## src/rtl/bin2bcd_seq.sv

```systemverilog
// Sequential binary-to-BCD converter (shift-add-3), one input bit retired per clock.
// Optional signed mode yields magnitude plus neg flag; ovf flags truncated high digits.
//
// state | meaning
// IDLE  | waiting for in_valid; in_ready high
// SHIFT | add-3 then shift, one bit per clock, BIN_W clocks
// DONE  | result presented on bcd/neg/ovf until out_ready
module bin2bcd_seq #(
  parameter int BIN_W  = 14,
  parameter int DIGITS = 5,
  parameter bit SIGNED = 1'b0
) (
  input  logic                  clk,
  input  logic                  rst_n,
  input  logic                  in_valid,
  output logic                  in_ready,
  input  logic [BIN_W-1:0]      bin,
  output logic                  out_valid,
  input  logic                  out_ready,
  output logic [4*DIGITS-1:0]   bcd,
  output logic                  neg,
  output logic                  ovf
);

  localparam int BW = 4 * DIGITS;
  localparam int CW = $clog2(BIN_W + 1);

  typedef enum logic [1:0] {IDLE, SHIFT, DONE} state_t;

  state_t           state_q, state_d;
  logic [BIN_W-1:0] sh_q;
  logic [BIN_W-1:0] mag;
  logic [BW-1:0]    acc_q;
  logic [BW-1:0]    adj;
  logic [BW-1:0]    acc_nxt;
  logic [CW-1:0]    cnt_q;
  logic             wneg_q;
  logic             wovf_q;
  logic             out_bit;
  logic             accept;
  logic             last;

  assign in_ready  = (state_q == IDLE);
  assign out_valid = (state_q == DONE);
  assign accept    = in_valid && in_ready;
  assign last      = (state_q == SHIFT) && (cnt_q == CW'(1));

  // Most-negative input negates to 2**(BIN_W-1), which still fits as unsigned.
  assign mag = (SIGNED && bin[BIN_W-1]) ? (~bin + BIN_W'(1)) : bin;

  always_comb begin
    adj = acc_q;
    for (int d = 0; d < DIGITS; d++) begin
      if (acc_q[4*d +: 4] >= 4'd5) adj[4*d +: 4] = acc_q[4*d +: 4] + 4'd3;
    end
    acc_nxt = {adj[BW-2:0], sh_q[BIN_W-1]};
    out_bit = adj[BW-1];
  end

  always_ff @(posedge clk or negedge rst_n) begin
    if (!rst_n) state_q <= IDLE;
    else        state_q <= state_d;
  end

  always_comb begin
    state_d = state_q;
    unique case (state_q)
      IDLE:    if (in_valid)  state_d = SHIFT;
      SHIFT:   if (last)      state_d = DONE;
      DONE:    if (out_ready) state_d = IDLE;
      default:                state_d = IDLE;
    endcase
  end

  // Working registers change during SHIFT; bcd/neg/ovf only load on the final shift.
  always_ff @(posedge clk or negedge rst_n) begin
    if (!rst_n) begin
      sh_q   <= '0;
      acc_q  <= '0;
      cnt_q  <= '0;
      wneg_q <= 1'b0;
      wovf_q <= 1'b0;
      bcd    <= '0;
      neg    <= 1'b0;
      ovf    <= 1'b0;
    end else if (accept) begin
      sh_q   <= mag;
      acc_q  <= '0;
      cnt_q  <= CW'(BIN_W);
      wneg_q <= SIGNED & bin[BIN_W-1];
      wovf_q <= 1'b0;
    end else if (state_q == SHIFT) begin
      sh_q   <= {sh_q[BIN_W-2:0], 1'b0};
      acc_q  <= acc_nxt;
      cnt_q  <= cnt_q - CW'(1);
      wovf_q <= wovf_q | out_bit;
      if (last) begin
        bcd <= acc_nxt;
        neg <= wneg_q;
        ovf <= wovf_q | out_bit;
      end
    end
  end

endmodule

```

## config.mk

```make
export PLATFORM = sky130hd
export DESIGN_NAME = bin2bcd_seq
export DESIGN_NICKNAME = d
export VERILOG_FILES = /design/src/rtl/bin2bcd_seq.sv
export SDC_FILE = /design/constraint.sdc
export NUM_CORES = 1
export LEC_CHECK = 0
export ABC_AREA = 1
export ABC_CLOCK_PERIOD_IN_PS = 1800
export CORE_ASPECT_RATIO = 0.5
export CORE_UTILIZATION = 55
export CTS_BUF_LIST = sky130_fd_sc_hd__clkbuf_8 sky130_fd_sc_hd__clkbuf_16
export CTS_CLUSTER_DIAMETER = 150
export CTS_CLUSTER_SIZE = 16
export DETAILED_ROUTE_END_ITERATION = 16
export PLACE_DENSITY = 0.84
export SYNTH_ARGS = -nofsm -noshare
export SYNTH_HDL_FRONTEND = slang
export SYNTH_SLANG_ARGS = --single-unit
```

## constraint.sdc

```tcl
create_clock -name clk -period 1.8 [get_ports clk]
set_input_delay 0.18 -clock clk [delete_from_list [all_inputs] [get_ports clk]]
set_output_delay 0.18 -clock clk [all_outputs]
set_load 0.02 [all_outputs]
```

After elaboration in Yosys (flattened, before gate mapping)
Cells that the tools add are included.
{"block": "classes", "bitwise_logic": 2, "magnitude_cmp": 5, "eq_ne": 6, "n_addsub": 6, "reduce_logical": 6, "n_mux": 17}
{"op": "$mux W20", "count": 2}
{"op": "$mux W14", "count": 2}
{"op": "$mux W4", "count": 7}
{"op": "$add A4 B2 Y4 const B", "count": 5}
{"op": "$ge A4 B3 Y1 const B", "count": 5}
{"op": "$mux W2", "count": 3}
{"op": "$pmux W2 S3", "count": 1}
{"op": "$reduce_and A3 Y1", "count": 2}
{"op": "$eq A4 B1 Y1 const B", "count": 1}
{"op": "$ne A2 B2 Y1 const B", "count": 2}
{"op": "$sub A4 B1 Y4 const B", "count": 1}
{"op": "$eq A2 B1 Y1 const B", "count": 1}
{"op": "$eq A2 B2 Y1 const B", "count": 1}
{"op": "$logic_and A1 B1 Y1", "count": 2}
{"op": "$logic_not A2 Y1", "count": 1}
{"op": "$mux W1", "count": 2}
{"op": "$ne A2 B1 Y1 const B", "count": 1}
{"op": "$reduce_bool A2 Y1", "count": 1}
{"op": "$not A1 Y1", "count": 1}
{"op": "$or A1 B1 Y1", "count": 1}
{"block": "totals", "register_bits": 62, "word_cells": 49, "input_bits": 18, "output_inout_bits": 24}

Depth between registers and ports, before layout
{"block": "depth", "ltp_word": 5, "mapped_depth": 10, "depth_no_buf": 10}

Worst setup path before layout
Ideal clock, no wire load.
{"block": "synth_timing", "kind": "register -> register", "startpoint": "register state_q[0]", "endpoint": "register sh_q[10]", "period_less_slack_ps": 1358, "path_slack_ps": 442, "required_ps": 1670, "n_path_buf": 1, "stages_incl_launch_ff": 8, "setup_ps": 130, "t_arrival_ps": 1228, "path_cell_list": "dfrtp_1 nor2_2 nand2_2 nand2_4 inv_2 buf_6 nand2_1 o211ai_1"}
{"block": "synth_via", "elab_chain_cells": 3, "elab_cells_between_ends": 5, "cone_classes": "1 x eq/ne; 1 x mux; 3 x reduce/logical"}
{"element": "start: declaration", "line": "30", "source": "state_t state_q, state_d;"}
{"element": "start signal: assignment", "line": "62", "source": "else state_q <= state_d;"}
{"element": "$logic_not A2 Y1 (*)", "line": "43", "source": "assign in_ready = (state_q == IDLE);"}
{"element": "net in_ready", "line": "16", "source": "output logic in_ready,"}
{"element": "$logic_and A1 B1 Y1 (*)", "line": "45", "source": "assign accept = in_valid && in_ready;"}
{"element": "$mux W14 / $reduce_bool A2 Y1 (equally long branches)"}
{"element": "end signal: assignment", "line": "87", "source": "sh_q <= mag;"}
{"element": "end signal: assignment", "line": "93", "source": "sh_q <= {sh_q[BIN_W-2:0], 1'b0};"}
{"element": "end: declaration", "line": "31", "source": "logic [BIN_W-1:0] sh_q;"}
Mark *: on every way through the listed nets, which the timed path passes. The rest lies on a longest branch.
A chain may end at the register's enable or synchronous reset.

Final worst setup path
{"block": "layout_timing", "startpoint": "register state_q[0]", "endpoint": "output port in_ready"}
{"block": "layout_via", "elab_chain_cells": 1}
{"element": "$logic_not A2 Y1", "line": "43"}
{"element": "end: declaration", "line": "16"}
No other way between the ends.

==> impl_metrics.toml <==
[outcome]
run_status = "finished clean"

[floorplanning]
initial_utilization_pct = 60.12
row_count = 18
floorplan.die.width_um = 108.4
floorplan.core_area_um2 = 5180
vert_die_dim_um = 55.21
die_area_um2 = 5986
pin_count = 42

[finish]
final_cell_mix = "142 x nand2_1, 62 x dfrtp_1, 39 x clkdlybuf4s50_1"
area.growth.synth_to_final_pct = 21.94
final_common_cell = "nand2_1"
layout-drive-gt1-share_pct = 8.413
n_antenna_cell = 0
fin_nets = 441
fillers = 373

[routing]
drtIter0Drc = 146
drt-pass1-iter-count = 4
total_routed_length_mm = 6.785
wire_per_inst_um = 13.96
ant_nets = 0
remaining_drc_errors = 0
route.vias.total = 2588
via_per_inst = 5.325

[grt]
grt_antenna_before_repair = 0
grt_pass1_wl_mm = 11.79
grt.total_usage_pct = 25.74
grt_max_degree = 32
grt_overflow_total = 0
number_of_global_route_vias_before_repair = 2608

[clock_network]
worst_skew_pair.late_latency_ns = 0.33
numClockSinks = 62
cts_repair_resize_count = 0
clk_root_buffer_cell = "clkbuf_16"
clock_tree_from_tritoncts = "yes"
worst_path_clk_slew_ns = 0.05
cts_max_path_buffers = 2
cts_htree_levels = 3
cts_buffers = 9

[worst_setup_path]
timing.reg2reg.setup_slack_ns = 0.19
number_of_cells_on_the_worst_reg_to_reg_path = 8
setup.worst_path.class = "reg2out"
regToRegStartpoint = "acc_q[13]"
critical_path_start_type = "register"
arrival_ns = 1.55
worstPathRequired_ns = 1.62
endpoint_kind = "output port"
r2r_end = "acc_q[14]"
highest_net_fanout_along_the_worst_path = 4

[synthesis]
summed_instance_area_of_the_synthesized_netlist_um2 = 3114
synthTopCellsByArea = "dfrtp_1 50%, nand2_1 17%, nand3_1 5.8%"
postSynthAreaPerCell_um2 = 8.463
share_of_the_yosys_chip_area_belonging_to_registers_pct = 49.82
yosys_warnings = 0
synth.top_cell.area_share_pct = 49.82
synth_largest_area_cell = "dfrtp_1"
postSynthRegisterBits = 62
ys_dominant_reg_cell = "dfrtp_1"
ys_types = 23
postSynthCellCount = 368
syn_nets = 398
synth-edff-count = 0
async_flop_share_pct = 100.0

[placement]
place_worst_setup_slack_ns = 0.2166
buffer_ports.inserted = 40
detailedPlacementHpwl_mm = 4.595
place_congestion = 0.7886

[timing]
max_freq_mhz = 578.5
maxSlewHeadroom_pct = 53.03
final-hold-violation-count = 0
rsz_0062_raised_after_global_routing = "true"
finalCriticalPeriod_ns = 1.729
fin_tns_setup_ns = 0
fin_skew_ns = 0.005989
hold-worst-slack_ns = 0.1922
fin_crit_sh_pct = 96.04
drv_slew = 0
setup-violations-final = 0
setup_ws_ns = 0.07130
worst_slew_pin_slew_ns = 0.7037

[hold_path]
hold_class = "in2async"

[pwr]
post-layout-total-power_mw = 7.743
share_seq_of_total_power_pct = 33.0
clockPowerShare_pct = 22.3
power_leakage_nw = 1.897
comb_power_share_pct = 44.7
vdd_ir_drop_max_uv = 938.5
total_switching_power_mw = 3.238
power_report.internal_total_mw = 4.505
switching_share_pct = 41.82
powerDensity_nw_per_um2 = 2039

[run]
drv.max_cap_violation_count = 0
## what timing repair did
item	CTS	global route
hold endpoints to repair	31	0
hold buffers	1	0
endpoints found under the setup margin	0	1
buffers inserted	0	0
## metal layers
metal	GRT usage [%]	vias to the layer above	routed length (µm)
li1	-	1271	-
met1	31.25	1222	2989
met4	12.36	0	144
met2	41.95	77	3267
met5	0	-	0
met3	7.792	18	384
## power by group through the flow
stage / clock network, mW / logic [mW] / registers [mW]
3_3_place_gp: 0 / 3.23 / 2.51
6_report: 1.73 / 3.46 / 2.56
2_1_floorplan: 0 / 2.25 / 2.73
4_1_cts: 1.75 / 3.46 / 2.55
3_5_place_dp: 0 / 3.42 / 2.56
5_1_grt: 1.81 / 3.89 / 2.65
## worst max-delay path, cell delays in order, from the launching register on
cell	delay, ns
dfrtp_1	0.43
nor2_2	0.17
clkdlybuf4s50_1	0.62
## state kept, by name, indices dropped and copies added, names as in the netlist
signal   cells
ovf          1
sh_q        14
bcd         20
cnt_q        4
state_q      2
acc_q       20
wovf_q       1
## logic make-up (layout without fill, tap and decap cells)
group	after synthesis	after routing	synth area share, %
buffers and inverters	49	97	8.959
DFF	62	62	49.82
and+or+nand+nor	194	194	26.72
AOI/OAI and AO/OA	50	50	9.563
adders and majority gates	12	12	4.821
other	1	1	0.1204
## stage by stage
step	std cells	util, %	area, µm²
2_1_floorplan	368	-	3114
5_1_grt	486	73.31	3797
3_5_place_dp	469	67.29	3486
3_3_place_gp	469	67.29	3486
4_1_cts	486	73.31	3797
6_report	486	73.31	3797
## final cells by class
class | count | area, µm² | share of cell area, %
Sequential cell | 62 | 1551 | 40.86
Multi-Input combinational cell | 257 | 1284 | 33.81
Timing Repair Buffer | 45 | 435.4 | 11.47
Clock inverter | 5 | 48.80 | 1.285
Clock buffer | 11 | 252.7 | 6.656
Tap cell | 70 | 87.58 | 2.306
Inverter | 36 | 137.6 | 3.624
## worst max-delay path by stage
stage | from | end | slack, ns | depth (start not counted)
after global placement | cnt_q[1] | state_q[1] | 0.28 | 6
after global routing | cnt_q[1] | state_q[1] | -0.02 | 6
after CTS | state_q[0] | in_ready | 0.06 | 2
after detailed placement | cnt_q[1] | state_q[1] | 0.22 | 6
after floorplan | state_q[0] | sh_q[10] | 0.44 | 7
final | state_q[0] | in_ready | 0.07 | 2
## synthesized netlist by cell type, types with 3 or more instances
| cell | number |
|---|---|
| a21oi_1 | 12 |
| buf_6 | 9 |
| dfrtp_1 | 62 |
| ha_1 | 12 |
| inv_1 | 33 |
| nand2_1 | 142 |
| nand3_1 | 36 |
| nand3_2 | 5 |
| nor2_1 | 4 |
| nor2_2 | 3 |
| o211ai_1 | 16 |
| o21ai_0 | 18 |
No activity file was read; power rests on OpenSTA's default activity.
